**config.mk**
```make
export PLATFORM = sky130hd
export DESIGN_NAME = vec_exec_stage
export DESIGN_NICKNAME = d
export VERILOG_FILES = /design/src/rtl/vec_exec_pkg.sv /design/src/rtl/vec_lane_alu.sv /design/src/rtl/vec_exec_stage.sv
export SDC_FILE = /design/constraint.sdc
export NUM_CORES = 1
export LEC_CHECK = 0
export CAP_MARGIN = 20
export CELL_PAD_IN_SITES_DETAIL_PLACEMENT = 1
export CELL_PAD_IN_SITES_GLOBAL_PLACEMENT = 1
export CORE_MARGIN = 2
export CORE_UTILIZATION = 40
export DETAILED_ROUTE_END_ITERATION = 10
export PLACE_DENSITY_LB_ADDON = 0.1
export SLEW_MARGIN = 20
export SYNTH_ARGS = -nofsm -noshare
export SYNTH_HDL_FRONTEND = slang
export SYNTH_HIERARCHICAL = 1
export SYNTH_SLANG_ARGS = --single-unit
```
**constraint.sdc**
```tcl
create_clock -name clk -period 5.5 [get_ports clk]
set_input_delay 0.55 -clock clk [delete_from_list [all_inputs] [get_ports clk]]
set_output_delay 0.55 -clock clk [all_outputs]
set_load 0.02 [all_outputs]
```
**src/rtl/vec_exec_pkg.sv**
```systemverilog
// Shared types and constants for the SIMD execute stage.
// Latency: n/a (declarations only).
// Backpressure: n/a.
package vec_exec_pkg;

    localparam int DATA_W = 32;
    localparam int LANES  = 4;
    localparam int LANE_W = 8;
    localparam int CNT_W  = $clog2(LANE_W);

    // Positions inside the {N,Z,C,V} flag nibble
    localparam int FLAG_N = 3;
    localparam int FLAG_Z = 2;
    localparam int FLAG_C = 1;
    localparam int FLAG_V = 0;

    typedef enum logic [2:0] {
        OP_ADD = 3'b000,
        OP_SUB = 3'b001,
        OP_AND = 3'b010,
        OP_ORR = 3'b011,
        OP_MUL = 3'b100,
        OP_SHL = 3'b101,
        OP_SHR = 3'b110,
        OP_MOV = 3'b111
    } alu_op_e;

    typedef enum logic {
        ST_IDLE = 1'b0,
        ST_MUL  = 1'b1
    } state_e;

endpackage

```
**src/rtl/vec_lane_alu.sv**
```systemverilog
// Single-lane combinational ALU: ADD/SUB/AND/ORR/SHL/SHR/MOV with lane carry and overflow.
// Latency: purely combinational.
// Backpressure: none; MUL is not handled here and yields zero.
module vec_lane_alu
    import vec_exec_pkg::*;
#(
    parameter int W = LANE_W
) (
    input  logic [W-1:0] a,
    input  logic [W-1:0] b,
    input  logic [2:0]   op,
    output logic [W-1:0] res,
    output logic         carry,
    output logic         ovf
);

    logic [W:0] sum;
    logic [W:0] diff;

    // diff[W] is the no-borrow bit: set when a >= b
    assign sum  = {1'b0, a} + {1'b0, b};
    assign diff = {1'b0, a} + {1'b0, ~b} + {{W{1'b0}}, 1'b1};

    // Per-op result select; carry/overflow only meaningful for ADD/SUB
    always_comb begin
        res   = '0;
        carry = 1'b0;
        ovf   = 1'b0;
        case (alu_op_e'(op))
            OP_ADD: begin
                res   = sum[W-1:0];
                carry = sum[W];
                ovf   = (a[W-1] == b[W-1]) && (sum[W-1] != a[W-1]);
            end
            OP_SUB: begin
                res   = diff[W-1:0];
                carry = diff[W];
                ovf   = (a[W-1] != b[W-1]) && (diff[W-1] != a[W-1]);
            end
            OP_AND:  res = a & b;
            OP_ORR:  res = a | b;
            OP_SHL:  res = a << b[2:0];
            OP_SHR:  res = a >> b[2:0];
            OP_MOV:  res = b;
            default: res = '0;
        endcase
    end

endmodule

```
**src/rtl/vec_exec_stage.sv**
```systemverilog
// Execute stage: lane-wise SIMD ALU, condition and flag logic, iterative lane MUL, E/M register.
// Latency: single-cycle ops reach E/M after 1 edge; MUL occupies E for LANE_W+1 cycles.
// Backpressure: stall_o holds upstream while MUL iterates; clr flushes E/M and drops a running MUL.
module vec_exec_stage
    import vec_exec_pkg::*;
(
    input  logic              clk,
    input  logic              reset,
    input  logic              clr,
    input  logic [DATA_W-1:0] rdo1,
    input  logic [DATA_W-1:0] rdo2,
    input  logic [DATA_W-1:0] exto,
    input  logic [2:0]        ao3,
    input  logic              RegWriteE,
    input  logic              MemtoRegE,
    input  logic              MemWriteE,
    input  logic              BranchE,
    input  logic              PCSrcE,
    input  logic              ALUSrcE,
    input  logic [2:0]        ALUControlE,
    input  logic [1:0]        FlagWriteE,
    input  logic              CondE,
    input  logic [3:0]        FlagsE,
    output logic              stall_o,
    output logic              BranchTakenE,
    output logic [3:0]        FlagsNextE,
    output logic              FlagUpdE,
    output logic [DATA_W-1:0] ALUResultM,
    output logic [DATA_W-1:0] WriteDataM,
    output logic [2:0]        WA3M,
    output logic              RegWriteM,
    output logic              MemtoRegM,
    output logic              MemWriteM
);

    localparam logic [CNT_W-1:0] CNT_LAST = CNT_W'(LANE_W - 1);

    state_e            state;
    logic [CNT_W-1:0]  cnt;
    logic [DATA_W-1:0] mul_a, mul_b, acc, acc_next;
    logic [DATA_W-1:0] src_b, alu_res, result_e;
    logic [LANES-1:0]  lane_c, lane_v;
    logic              cond_ok, is_mul, is_arith, in_mul, mul_last, em_load;
    logic [3:0]        flags_calc;

    assign src_b    = ALUSrcE ? exto : rdo2;
    assign cond_ok  = ~CondE | FlagsE[FLAG_Z];
    assign is_mul   = (ALUControlE == OP_MUL);
    assign is_arith = (ALUControlE == OP_ADD) || (ALUControlE == OP_SUB);
    assign in_mul   = (state == ST_MUL);
    assign mul_last = in_mul && (cnt == CNT_LAST);
    // A result retires on a single-cycle op in IDLE or on the final MUL step
    assign em_load  = in_mul ? mul_last : ~is_mul;
    // During MUL the visible result is the product including this cycle's step
    assign result_e = in_mul ? acc_next : alu_res;

    for (genvar g = 0; g < LANES; g++) begin : g_lane
        logic [LANE_W-1:0] la, lb;

        vec_lane_alu #(.W(LANE_W)) u_alu (
            .a     (rdo1[g*LANE_W +: LANE_W]),
            .b     (src_b[g*LANE_W +: LANE_W]),
            .op    (ALUControlE),
            .res   (alu_res[g*LANE_W +: LANE_W]),
            .carry (lane_c[g]),
            .ovf   (lane_v[g])
        );

        // Shift-add step on bit cnt of the lane multiplier; only low LANE_W product bits kept
        assign la = mul_a[g*LANE_W +: LANE_W];
        assign lb = mul_b[g*LANE_W +: LANE_W];
        assign acc_next[g*LANE_W +: LANE_W] = acc[g*LANE_W +: LANE_W] + (lb[cnt] ? (la << cnt) : '0);
    end

    // Next flag value: N/Z from result, C/V from lanes on ADD/SUB, unwritten bits pass through
    always_comb begin
        flags_calc         = FlagsE;
        flags_calc[FLAG_N] = result_e[DATA_W-1];
        flags_calc[FLAG_Z] = (result_e == '0);
        if (!in_mul && is_arith) begin
            flags_calc[FLAG_C] = |lane_c;
            flags_calc[FLAG_V] = |lane_v;
        end
        FlagsNextE = FlagsE;
        if (FlagWriteE[1]) begin
            FlagsNextE[FLAG_N] = flags_calc[FLAG_N];
            FlagsNextE[FLAG_Z] = flags_calc[FLAG_Z];
        end
        if (FlagWriteE[0]) begin
            FlagsNextE[FLAG_C] = flags_calc[FLAG_C];
            FlagsNextE[FLAG_V] = flags_calc[FLAG_V];
        end
    end

    // Stall while a MUL is starting or iterating; reset and flush always release it
    always_comb begin
        stall_o = 1'b0;
        if (!reset || clr) begin
            stall_o = 1'b0;
        end else if (in_mul) begin
            stall_o = (cnt != CNT_LAST);
        end else begin
            stall_o = is_mul & cond_ok;
        end
    end

    assign FlagUpdE     = cond_ok & (|FlagWriteE) & ~stall_o;
    assign BranchTakenE = (BranchE | PCSrcE) & cond_ok & ~in_mul;

    // MUL sequencer: latch operands on entry, one shift-add per edge, exit after the last step
    always_ff @(posedge clk or negedge reset) begin
        if (!reset) begin
            state <= ST_IDLE;
            cnt   <= '0;
            acc   <= '0;
            mul_a <= '0;
            mul_b <= '0;
        end else if (clr) begin
            state <= ST_IDLE;
            cnt   <= '0;
            acc   <= '0;
        end else begin
            case (state)
                ST_IDLE: begin
                    if (is_mul && cond_ok) begin
                        state <= ST_MUL;
                        cnt   <= '0;
                        acc   <= '0;
                        mul_a <= rdo1;
                        mul_b <= src_b;
                    end
                end
                ST_MUL: begin
                    acc <= acc_next;
                    if (cnt == CNT_LAST) begin
                        state <= ST_IDLE;
                        cnt   <= '0;
                    end else begin
                        cnt <= cnt + 1'b1;
                    end
                end
                default: state <= ST_IDLE;
            endcase
        end
    end

    // E/M boundary register: bubble on flush or when nothing retires this cycle
    always_ff @(posedge clk or negedge reset) begin
        if (!reset) begin
            ALUResultM <= '0;
            WriteDataM <= '0;
            WA3M       <= '0;
            RegWriteM  <= 1'b0;
            MemtoRegM  <= 1'b0;
            MemWriteM  <= 1'b0;
        end else if (clr || !em_load) begin
            ALUResultM <= '0;
            WriteDataM <= '0;
            WA3M       <= '0;
            RegWriteM  <= 1'b0;
            MemtoRegM  <= 1'b0;
            MemWriteM  <= 1'b0;
        end else begin
            ALUResultM <= result_e;
            WriteDataM <= rdo2;
            WA3M       <= ao3;
            RegWriteM  <= RegWriteE & cond_ok;
            MemtoRegM  <= MemtoRegE;
            MemWriteM  <= MemWriteE & cond_ok;
        end
    end

endmodule

```
==> results of run 1 <==
## cells by family after synthesis
| logic type | count (synthesis) |
|---|---|
| mux | 220 |
| simple gates | 583 |
| flops | 170 |
| buf+inv | 222 |
| xor+xnor | 34 |
| compound gates | 472 |
| fa+ha+maj | 142 |
## what timing repair did
action                                  4_1_cts  5_1_grt
gates cloned                                  0        0
buffers inserted                              3        0
gates resized for setup                       6        4
endpoints found under the setup margin        1        1
pin swaps                                     1        0
## registers in the layout (all words and copies together), names as in the netlist
register and count:
WA3M 3, mul_a 32, MemtoRegM 1, ALUResultM 32, MemWriteM 1, acc 32, in_mul 1, cnt 3
RegWriteM 1, mul_b 32, WriteDataM 32
## worst paths after layout
path,startpoint,to,cells past startpoint
hold / removal,reset,WA3M[1],1
setup reg to reg,cnt[0],acc[23],12
setup / recovery,rdo2[8],FlagsNextE[2],20
hold reg to reg,mul_b[13],mul_b[13],1
min in group clk,mul_b[13],mul_b[13],1
max in group asynchronous,reset,mul_a[10],2
## cell usage in the layout, fill, tap and decap left out, types with 29 or more instances in the layout
master                            synthesis  final
sky130_fd_sc_hd__mux2_2                 104    104
sky130_fd_sc_hd__mux4_2                  48     48
sky130_fd_sc_hd__a211oi_1                35     34
sky130_fd_sc_hd__mux2i_1                 67     67
sky130_fd_sc_hd__o21ai_0                 61     61
sky130_fd_sc_hd__clkdlybuf4s50_1          0    188
sky130_fd_sc_hd__a22oi_1                 32     32
sky130_fd_sc_hd__inv_1                  111    111
sky130_fd_sc_hd__a21oi_1                140    137
sky130_fd_sc_hd__nand2b_1                30     30
sky130_fd_sc_hd__dfrtp_1                170    167
sky130_fd_sc_hd__ha_1                   130    130
sky130_fd_sc_hd__buf_4                    4    176
sky130_fd_sc_hd__nand2_1                156    156
sky130_fd_sc_hd__o22ai_1                 29     29
sky130_fd_sc_hd__nor2_1                 163    162
sky130_fd_sc_hd__nor3_1                  44     44
sky130_fd_sc_hd__xnor2_1                 29     29
sky130_fd_sc_hd__and2_1                  52     52
## where the power goes
group / internal, mW / switching (mW) / leakage [nW]
combinational: 0.918 / 1.13 / 6.45
clock: 0.698 / 0.568 / 0.277
sequential: 1.42 / 0.124 / 2.20
total: 3.04 / 1.82 / 8.93
## worst register-to-register path, stage by stage, from the launching register on
cell,delay (ps)
sky130_fd_sc_hd__dfrtp_4,540
sky130_fd_sc_hd__buf_4,310
sky130_fd_sc_hd__buf_4,240
sky130_fd_sc_hd__mux2i_1,410
sky130_fd_sc_hd__nor3_1,160
sky130_fd_sc_hd__ha_1,320
sky130_fd_sc_hd__a211oi_1,330
sky130_fd_sc_hd__o21bai_1,150
sky130_fd_sc_hd__a2111oi_0,420
sky130_fd_sc_hd__nor2_1,110
sky130_fd_sc_hd__xnor2_1,240
sky130_fd_sc_hd__nand2_1,130
sky130_fd_sc_hd__a21oi_1,140
## layout make-up
type                            instances  area (µm²)
Inverter                              111       416.7
Antenna cell                            1       2.502
Tap cell                              532       665.6
Clock buffer                           20       456.7
Timing Repair Buffer                  373        3287
Fill cell                            4746       20140
Multi-Input combinational cell       1451       11190
Clock inverter                         11       136.4
Sequential cell                       170        4260
## synth_stat cells, types with 32 or more instances
master                       n  area, µm²
sky130_fd_sc_hd__and2_1     52      325.3
sky130_fd_sc_hd__o21ai_0    61      305.3
sky130_fd_sc_hd__mux2_2    104       1171
sky130_fd_sc_hd__a21oi_1   140      700.7
sky130_fd_sc_hd__dfrtp_1   170       4254
sky130_fd_sc_hd__nor3_1     44      220.2
sky130_fd_sc_hd__clkbuf_1   69      259.0
sky130_fd_sc_hd__nor2_1    163      611.8
sky130_fd_sc_hd__inv_1     111      416.7
sky130_fd_sc_hd__ha_1      130       1627
sky130_fd_sc_hd__mux2i_1    67      670.6
sky130_fd_sc_hd__nand2_1   156      585.6
sky130_fd_sc_hd__a22oi_1    32      240.2
sky130_fd_sc_hd__a211oi_1   35      262.8
sky130_fd_sc_hd__mux4_2     48       1081
## metal layers
layer / vias to the layer above / global-route usage, % / wire (µm)
met5: - / 0 / 27
met4: 4 / 13.55 / 2752
met3: 123 / 3.847 / 2764
met2: 450 / 52.60 / 31480
met1: 8030 / 37.59 / 26370
li1: 7310 / - / -
==> out/qor.log, run 1 <==
qor: critical_path.timing.critical_path.arrival 4610 ps
qor: detailed_routing.vias 15920
qor: grt.first_global_vias 16600
qor: finish.area_delta_synth_final 25.01%
qor: floorplanning.initial_utilization 40.27%
qor: timing.final-hold-violation-count 0
qor: floorplanning.total_i_o_pin_count 195
qor: place.routabilityCongestion 0.9684
qor: place.port-buffer-count 194
qor: grt.grt_first_pass_wirelength 97540 µm
qor: finish.finalCoreUtilization 50.34%
qor: finish.final-instance-count-excl-fill 2669
qor: floorplanning.design.die.area 42460 µm²
qor: critical_path.critical-path-top-delay-family simple AND/OR/NAND/NOR gates
qor: detailed_routing.antenna_left 0
qor: logic_synthesis.dominantRegCellSynth sky130_fd_sc_hd__dfrtp_1
qor: critical_path.worst_path_max_delay_cell sky130_fd_sc_hd__clkdlybuf4s50_1
qor: detailed_routing.wl_per_cell 23.75 µm
qor: timing.fin_worst_hold_slack 59.52 ps
qor: clock_tree.root_buffer sky130_fd_sc_hd__clkbuf_16
qor: critical_path.critPathCaptureType output pin
qor: logic_synthesis.fraction_of_synthesized_cell_area_in_xor_and_xnor_cells 1.823%
qor: place.placed_cells 2634
qor: critical_path.reg2reg_slack 1940 ps
qor: logic_synthesis.synth.ff_latch_count 170
qor: grt.globalRouteOverflowTotal 0
qor: logic_synthesis.synthSimpleGateAreaFrac 17.75%
qor: job.maxCapViolCount 0
qor: logic_synthesis.fraction_of_synthesized_area_in_multiplexers 18.03%
qor: timing.final-setup-viol-count 0
qor: clock_tree.cts.htree.levels 4
qor: clock_tree.clock_transition_at_path_regs 70 ps
qor: grt.grt_max_degree 65
qor: floorplanning.die_x 206.1 µm
qor: logic_synthesis.synthCells 1843
qor: logic_synthesis.synth_top_family_by_area compound AO/OA/AOI/OAI gates
qor: logic_synthesis.synth_fp_nets 2103
qor: timing.maxClockFrequency 193.7 MHz
qor: finish.fin_nets 2384
qor: logic_synthesis.synthesis.area 16330 µm²
qor: clock_tree.clk_latency 460 ps
qor: timing.relSlewSlack 38.95%
qor: critical_path.cp_cell_sequence clkdlybuf4s50_1, mux2_2, ha_1, inv_1, fa_1, nand2b_1, nand3_1, a21oi_2, mux2i_1, nor2_1, a311o_1, nor4_1, buf_4, nand3_1, o21ai_0, nand4_1, nor4_1, nand4_1, o31ai_2, clkbuf_2
qor: critical_path.setup.worst_path.start_class input port
qor: detailed_routing.routed_via_density 5.964
qor: hold_path.hold_crit_path_type in2async
qor: detailed_routing.number_of_detailed_routing_iterations_run_before_antenna_repair 5
qor: clock_tree.numClockSinks 170
qor: logic_synthesis.number_of_flops_mapped_to_enable_cells_by_yosys 0
qor: floorplanning.rows 74
qor: critical_path.worstPathBufferInverterCount 4
qor: timing.finalCritPeriodShare 93.85%
qor: clock_tree.max-clock-path-buffers 2
qor: detailed_routing.totalWireLength 63390 µm
qor: grt.antenna_found_initial 2
qor: timing.setup_repair_after_global_routing_missed_its_margin no
qor: floorplanning.die_height 206.1 µm
qor: detailed_routing.drc 0
qor: power.power_per_cell_area 238.1 nW/µm²
qor: clock_tree.holdBufCountCts 0
qor: power.p_total 4.860 mW
qor: finish.stdcell_area 20420 µm²
qor: logic_synthesis.yosys.cell_types.count 76
qor: timing.post-route-min-period 5162 ps
qor: detailed_routing.drt_iter0_drc 1049
qor: critical_path.path_type_of_the_worst_setup_path in2out
qor: timing.final_total_negative_setup_slack 0 ps
qor: place.placedInstanceArea 19780 µm²
qor: place.dpl.hpwl 50380 µm
qor: grt.grt_util_all_layers 30.31%
qor: timing.finClkSkew 15.05 ps
qor: logic_synthesis.synth_sequential_area_ratio 26.05%
qor: logic_synthesis.adder_cell_share_of_the_synthesized_area 11.43%
qor: place.dp_slack -147.1 ps
qor: timing.timing.final.ws_setup 338.2 ps
qor: clock_tree.cts_buffers 17
qor: floorplanning.floorplan.core_area 40550 µm²
qor: outcome.run_status finished, final reports clean
qor: clock_tree.cts_tree built
qor: timing.worst-slew-pin-transition 908.7 ps
qor: power.leakagePower 8.927 nW
qor: finish.drive_above_1_share 18.40%
qor: logic_synthesis.ys.warnings.count 6
qor: logic_synthesis.synth-async-reset-ratio 100.0%
qor: logic_synthesis.postSynthAreaPerCell 8.862 µm²
qor: logic_synthesis.synth_compound_area_share 19.24%
qor: critical_path.timing.critical_path.required 4950 ps
qor: power.vdd_ir_drop_max 179.5 µV
qor: critical_path.timing.critical_path.slowest_cell_delay 470 ps
qor: timing.final_max_slew_viol_count 0
qor: critical_path.path_max_fanout 3
(Power assumes the default switching activity.)
==> run 2: changes to the inputs <==
--- a/config.mk
+++ b/config.mk
@@ -12,8 +12,10 @@
 export CORE_UTILIZATION = 40
 export DETAILED_ROUTE_END_ITERATION = 10
 export PLACE_DENSITY_LB_ADDON = 0.1
+export RECOVER_POWER = 25
 export SLEW_MARGIN = 20
 export SYNTH_ARGS = -nofsm -noshare
 export SYNTH_HDL_FRONTEND = slang
 export SYNTH_HIERARCHICAL = 1
 export SYNTH_SLANG_ARGS = --single-unit
+export TNS_END_PERCENT = 20
==> run 2 against run 1 <==
The run now ends with capacitance limit, slew limit left. Non-clock buffer count did not move. Sequential share of layout area barely moved. Die area unchanged. Clock-buffer cell count unchanged. Global-route usage is the same. Final area about the same. Combinational power about the same. Total power is essentially flat. Worst setup slack improved by 1.9 ps. Critical path type unchanged. Critical endpoint unchanged. Largest cell class unchanged. Largest power group unchanged. Highest routed layer unchanged.
==> out/qor.log, run 2 (same netlist as run 1, synthesis figures left out) <==
qor: critical_path.path_max_fanout 3 [unchanged]
qor: floorplanning.initial_utilization 40.27% [unchanged]
qor: grt.grt_first_pass_wirelength 97540 µm [unchanged]
qor: critical_path.startpoint rdo2[8]
qor: detailed_routing.drc 0 [unchanged]
qor: grt.grt_max_degree 65 [unchanged]
qor: floorplanning.rows 74 [unchanged]
qor: timing.final-setup-viol-count 0 [unchanged]
qor: critical_path.reg2reg_slack 1940 ps [about the same]
qor: critical_path.timing.critical_path.required 4950 ps [about the same]
qor: finish.flip_flop_and_latch_area 4260 µm² [unchanged]
qor: clock_tree.cts.htree.levels 4 [unchanged]
qor: timing.final-hold-violation-count 0 [unchanged]
qor: timing.final_max_slew_viol_count 50 [+50]
qor: finish.drive_above_1_share 18.35% [-0.047 points]
qor: clock_tree.max-clock-path-buffers 2 [unchanged]
qor: critical_path.timing.critical_path.arrival 4610 ps [about the same]
qor: finish.finalCoreUtilization 50.33% [about the same]
qor: timing.setup_repair_after_global_routing_missed_its_margin no
qor: detailed_routing.wl_per_cell 23.76 µm [about the same]
qor: finish.num-fill-cells 4747 [+0.021%]
qor: place.dpl.hpwl 50380 µm [unchanged]
qor: place.dp_slack -147.1 ps [unchanged]
qor: floorplanning.design.die.area 42460 µm² [unchanged]
qor: power.leakagePower 8.924 nW [about the same]
qor: detailed_routing.drt_iter0_drc 1049 [unchanged]
qor: critical_path.r2r_end acc[23]
qor: critical_path.worst_r2r_path_depth 12 [unchanged]
qor: detailed_routing.totalWireLength 63420 µm [about the same]
qor: power.vdd_ir_drop_max 179.5 µV [about the same]
qor: critical_path.setup.worst_path.start_class input port
qor: grt.globalRouteOverflowTotal 0 [unchanged]
qor: clock_tree.numClockSinks 170 [unchanged]
qor: floorplanning.floorplan.core_area 40550 µm² [unchanged]
qor: detailed_routing.antenna_left 0 [unchanged]
qor: clock_tree.root_buffer sky130_fd_sc_hd__clkbuf_16
qor: floorplanning.die_height 206.1 µm [unchanged]
qor: finish.fin_nets 2384 [unchanged]
qor: finish.most_common_cell_after_layout_fill_and_taps_aside sky130_fd_sc_hd__clkdlybuf4s50_1
qor: timing.maxClockFrequency 193.8 MHz [about the same]
qor: timing.worst-slew-pin-transition 2788 ps [+1879 ps]
qor: critical_path.critPathCaptureType output pin
qor: floorplanning.total_i_o_pin_count 195 [unchanged]
qor: floorplanning.die_x 206.1 µm [unchanged]
qor: critical_path.worst_r2r_startpoint cnt[0]
qor: place.routabilityCongestion 0.9684 [unchanged]
qor: finish.area_delta_synth_final 24.98% [about the same]
qor: grt.grt_util_all_layers 30.31% [unchanged]
qor: detailed_routing.number_of_detailed_routing_iterations_run_before_antenna_repair 5 [unchanged]
qor: critical_path.path_type_of_the_worst_setup_path in2out
qor: clock_tree.cts_tree built
qor: timing.post-route-min-period 5160 ps [-1.913 ps]
qor: timing.finalCritPeriodShare 93.82% [about the same]
qor: finish.most-common-layout-cells 188 x sky130_fd_sc_hd__clkdlybuf4s50_1, 175 x sky130_fd_sc_hd__buf_4, 167 x sky130_fd_sc_hd__dfrtp_1
qor: clock_tree.clk_latency 460 ps [about the same]
qor: timing.relSlewSlack -85.85% [-120 points]
qor: power.power_per_cell_area 238.1 nW/µm² [about the same]
qor: clock_tree.cts_buffers 17 [unchanged]
qor: timing.finClkSkew 14.52 ps [-0.5242 ps]
qor: job.maxCapViolCount 1 [+1]
qor: finish.multi_input_comb_area 11190 µm² [unchanged]
qor: detailed_routing.routed_via_density 5.961 [about the same]
qor: clock_tree.holdBufCountCts 0 [unchanged]
qor: timing.fin_worst_hold_slack 59.20 ps [-0.3183 ps]
qor: grt.antenna_found_initial 2 [unchanged]
qor: outcome.violations capacitance limit, slew limit
qor: hold_path.hold_crit_path_type in2async
qor: power.p_total 4.860 mW [about the same]
qor: grt.first_global_vias 16600 [unchanged]
qor: place.port-buffer-count 194 [unchanged]
qor: detailed_routing.vias 15910 [-0.044%]
qor: clock_tree.clock_transition_at_path_regs 70 ps [about the same]
qor: outcome.run_status finished with violations
qor: timing.timing.final.ws_setup 340.2 ps [+1.913 ps]
run 2: where the power goes:
| part | total [mW] | switching, mW | internal (mW) | leakage (nW) |
|---|---|---|---|---|
| registers | 1.54 | 0.124 | 1.42 | 2.20 |
| clock network | 1.27 | 0.568 | 0.698 | 0.277 |
| logic | 2.05 | 1.13 | 0.918 | 6.45 |
run 2: layout make-up:
cell class                      instances  area share, %
Antenna cell                            1        0.01226
Sequential cell                       170          20.87
Clock inverter                         11         0.6681
Timing Repair Buffer                  373          16.08
Tap cell                              532          3.261
Inverter                              111          2.041
Multi-Input combinational cell       1451          54.82
Clock buffer                           20          2.237
run 2: worst max-delay path: stages:
cell,delay (ps)
sky130_fd_sc_hd__clkdlybuf4s50_1,470
sky130_fd_sc_hd__mux2_2,190
sky130_fd_sc_hd__ha_1,170
sky130_fd_sc_hd__inv_1,60
sky130_fd_sc_hd__fa_1,410
sky130_fd_sc_hd__nand2b_1,130
sky130_fd_sc_hd__nand3_1,110
sky130_fd_sc_hd__a21oi_2,230
sky130_fd_sc_hd__mux2i_1,210
sky130_fd_sc_hd__nor2_1,60
sky130_fd_sc_hd__a311o_1,320
sky130_fd_sc_hd__nor4_1,320
sky130_fd_sc_hd__buf_4,190
sky130_fd_sc_hd__nand3_1,100
sky130_fd_sc_hd__o21ai_0,130
sky130_fd_sc_hd__nand4_1,120
sky130_fd_sc_hd__nor4_1,300
sky130_fd_sc_hd__nand4_1,170
sky130_fd_sc_hd__o31ai_2,190
sky130_fd_sc_hd__clkbuf_2,200
run 2: metrics by stage:
stage	setup TNS (ps)	cells	area [µm²]
after floorplan	0	1843	16330
after global placement	-64.45	2634	19780
after detailed placement	-147.1	2634	19780
after CTS	0	2668	20410
after global routing	0	2668	20410
final	0	2669	20410
run 2: worst max-delay path by stage:
stage / slack (ps) / to
2_1_floorplan: 640 / FlagsNextE[2]
3_3_place_gp: -60 / FlagsNextE[2]
3_5_place_dp: -150 / FlagsNextE[2]
4_1_cts: 210 / FlagsNextE[2]
5_1_grt: 80 / FlagsNextE[2]
6_report: 340 / FlagsNextE[2]
run 2: what timing repair did:
action | 4_1_cts | 5_1_grt
pin swaps | 1 | 0
endpoints found under the setup margin | 1 | 1
cloned | 0 | 0
buffers inserted | 3 | 0
resized for setup | 6 | 4
hold endpoints to repair | 0 | 0
run 2: metal layers:
metal / track usage (%) / up-vias / routed length [µm]
met3: 3.847 / 124 / 2799
li1: - / 7309 / -
met2: 52.60 / 449 / 31480
met5: 0 / - / 27
met4: 13.55 / 4 / 2754
met1: 37.59 / 8024 / 26350
==> run 3: changes to the inputs <==
--- a/config.mk
+++ b/config.mk
@@ -11,7 +11,8 @@
 export CORE_MARGIN = 2
 export CORE_UTILIZATION = 40
 export DETAILED_ROUTE_END_ITERATION = 10
-export PLACE_DENSITY_LB_ADDON = 0.1
+export GPL_TIMING_DRIVEN = 0
+export PLACE_DENSITY = 0.87
 export RECOVER_POWER = 25
 export SLEW_MARGIN = 20
 export SYNTH_ARGS = -nofsm -noshare
==> run 3 against run 2 <==
The flow still finishes with violations (capacitance limit, slew limit). Utilization is 1.2 points lower. Non-clock buffer count is 65 lower. Global-route usage is 1.9 points higher. Critical path type is now reg2out. Hold slack worse by 13 ps. Largest power group unchanged. Total power is 0.83% higher. Cell count is 2.4% lower. Final area is 2.3% lower. Sequential power hardly changed.
==> out/qor.log, run 3 (same netlist as run 1, synthesis figures left out) <==
qor: clock_tree.holdBufCountCts 0 [unchanged]
qor: finish.area_delta_synth_final 22.06%
qor: floorplanning.floorplan.core_area 40550 µm² [unchanged]
qor: clock_tree.clk_latency 460 ps [about the same]
qor: floorplanning.die_height 206.1 µm [unchanged]
qor: floorplanning.rows 74 [unchanged]
qor: critical_path.path_max_fanout 10 [+7]
qor: critical_path.critPathCapture FlagsNextE[2]
qor: finish.most-common-layout-cells 180 x sky130_fd_sc_hd__clkdlybuf4s50_1, 170 x sky130_fd_sc_hd__dfrtp_1, 158 x sky130_fd_sc_hd__nor2_1
qor: clock_tree.numClockSinks 170 [unchanged]
qor: outcome.violations capacitance limit, slew limit
qor: critical_path.timing.critical_path.arrival 4880 ps [+270 ps]
qor: grt.globalRouteOverflowTotal 0 [unchanged]
qor: grt.grt_first_pass_wirelength 103500 µm [+6.2%]
qor: detailed_routing.routed_via_density 6.372 [+6.9%]
qor: floorplanning.design.die.area 42460 µm² [unchanged]
qor: clock_tree.cts_tree built
qor: detailed_routing.totalWireLength 68860 µm [+8.6%]
qor: place.dp_slack -1441 ps [-1294 ps]
qor: timing.timing.final.ws_setup 74.51 ps [-265.7 ps]
qor: place.routabilityCongestion 0.9943 [+2.7%]
qor: finish.most_common_cell_after_layout_fill_and_taps_aside sky130_fd_sc_hd__clkdlybuf4s50_1
qor: timing.final_max_slew_viol_count 97 [+94%]
qor: detailed_routing.number_of_detailed_routing_iterations_run_before_antenna_repair 5 [unchanged]
qor: timing.relSlewSlack -63.58% [+22 points]
qor: critical_path.reg2reg_slack 1340 ps [-600 ps]
qor: grt.grt_max_degree 97 [+49%]
qor: place.port-buffer-count 193 [-0.52%]
qor: detailed_routing.vias 16600 [+4.3%]
qor: floorplanning.die_x 206.1 µm [unchanged]
qor: critical_path.worst_r2r_path_depth 7 [-5]
qor: finish.drive_above_1_share 14.62% [-3.7 points]
qor: power.vdd_ir_drop_max 216.2 µV [+20%]
qor: clock_tree.cts.htree.levels 4 [unchanged]
qor: critical_path.startpoint cnt[1]
qor: timing.post-route-min-period 5425 ps [+265.7 ps]
qor: timing.worst-slew-pin-transition 2454 ps [-334.1 ps]
qor: place.dpl.hpwl 52680 µm [+4.6%]
qor: critical_path.worst_r2r_startpoint in_mul
qor: timing.finalCritPeriodShare 98.65% [+4.8 points]
qor: timing.finClkSkew 15.38 ps [+0.8557 ps]
qor: critical_path.critPathCaptureType output pin
qor: grt.first_global_vias 17320 [+4.3%]
qor: grt.grt_util_all_layers 32.23% [+1.9 points]
qor: power.leakagePower 8.501 nW [-4.7%]
qor: critical_path.r2r_end ALUResultM[25]
qor: outcome.run_status finished with violations
qor: power.power_per_cell_area 245.8 nW/µm² [+3.2%]
qor: floorplanning.initial_utilization 40.27% [unchanged]
qor: detailed_routing.antenna_left 0 [unchanged]
qor: detailed_routing.wl_per_cell 26.44 µm [+11%]
qor: critical_path.timing.critical_path.required 4950 ps [about the same]
qor: critical_path.setup.worst_path.start_class flip-flop
qor: clock_tree.cts_buffers 17 [unchanged]
qor: floorplanning.total_i_o_pin_count 195 [unchanged]
qor: hold_path.hold_crit_path_type in2async
qor: grt.antenna_found_initial 2 [unchanged]
qor: job.maxCapViolCount 1 [unchanged]
qor: timing.maxClockFrequency 184.3 MHz [-4.9%]
qor: detailed_routing.drc 0 [unchanged]
qor: finish.fin_nets 2319 [-2.7%]
qor: clock_tree.max-clock-path-buffers 2 [unchanged]
qor: timing.final-setup-viol-count 0 [unchanged]
qor: timing.final_total_negative_setup_slack 0 ps [unchanged]
qor: timing.fin_worst_hold_slack 46.17 ps [-13.03 ps]
qor: critical_path.path_type_of_the_worst_setup_path reg2out
qor: clock_tree.clock_transition_at_path_regs 70 ps [about the same]
qor: detailed_routing.drt_iter0_drc 1528 [+46%]
qor: clock_tree.root_buffer sky130_fd_sc_hd__clkbuf_16
qor: timing.final-hold-violation-count 0 [unchanged]
qor: finish.num-fill-cells 4746 [-0.021%]
[run 3: cell count changes in the layout (fill, tap and decap cells not counted), moves of 8 or more]
| cell | change |
|---|---|
| sky130_fd_sc_hd__buf_4 | -161 |
| sky130_fd_sc_hd__buf_2 | +15 |
| sky130_fd_sc_hd__clkdlybuf4s50_1 | -8 |
| sky130_fd_sc_hd__buf_6 | +8 |
| sky130_fd_sc_hd__clkbuf_1 | +53 |
[run 3: repair_timing]
item                                    in CTS  in global routing
buffers inserted                             3                  5
endpoints found under the setup margin       4                  2
resized for setup                           53                 65
pin swaps                                    2                  9
[run 3: worst min-delay path by stage]
| stage | startpoint | end | slack (ps) | cells after the start |
|---|---|---|---|---|
| 6_report | reset | MemtoRegM | 50 | 1 |
| 5_1_grt | reset | MemtoRegM | 90 | 1 |
| 4_1_cts | reset | MemtoRegM | 80 | 1 |
| 3_5_place_dp | mul_b[30] | mul_b[30] | 490 | 1 |
| 3_3_place_gp | mul_b[1] | mul_b[1] | 480 | 1 |
| 2_1_floorplan | reset | ALUResultM[0] | 250 | 0 |
[run 3: metrics by stage]
stage                     cell area (µm²)  utilization (%)  instances  power (mW)
after floorplan                     16330                -       1843       2.767
after global placement              18930            46.68       2568       3.419
after detailed placement            18990            46.83       2571       3.516
after CTS                           19750            48.69       2606       4.835
after global routing                19930            49.15       2604       5.116
final                               19940            49.16       2605       4.900
[run 3: worst max-delay path: stages (launching register included)]
cell and delay (ps):
sky130_fd_sc_hd__dfrtp_1 440, sky130_fd_sc_hd__clkbuf_4 300, sky130_fd_sc_hd__buf_4 270, sky130_fd_sc_hd__mux4_2 360, sky130_fd_sc_hd__nand2b_1 160, sky130_fd_sc_hd__nor2_1 60, sky130_fd_sc_hd__ha_1 220, sky130_fd_sc_hd__fa_1 420
sky130_fd_sc_hd__a21o_1 230, sky130_fd_sc_hd__a31oi_2 270, sky130_fd_sc_hd__o311a_1 320, sky130_fd_sc_hd__nand4_1 270, sky130_fd_sc_hd__nor4b_4 400, sky130_fd_sc_hd__nand4_1 190, sky130_fd_sc_hd__o31ai_2 310, sky130_fd_sc_hd__buf_4 190
[run 3: area by class of cell]
type / instances / area [µm²] / share of cell area [%]
repair buffers: 204 / 2044 / 10.26
well taps: 532 / 665.6 / 3.339
clock buffers: 21 / 480.5 / 2.410
flip-flops and latches: 170 / 4254 / 21.34
inverters: 111 / 431.7 / 2.165
plain buffers: 104 / 595.6 / 2.988
multi-input cells: 1451 / 11330 / 56.82
diodes: 1 / 2.502 / 0.01255
clock inverters: 11 / 133.9 / 0.6716
[run 3: where the power goes]
| group | internal (mW) | switching [mW] |
|---|---|---|
| Sequential | 1.42 | 0.147 |
| Clock | 0.723 | 0.567 |
| Combinational | 0.860 | 1.18 |
[run 3: routing by layer]
layer	vias to the layer above	track usage, %	wire length [µm]
met1	8320	39.57	27170
met4	2	16.35	3269
met2	890	54.28	33010
met5	-	0	11
met3	201	5.692	5412
li1	7187	-	-
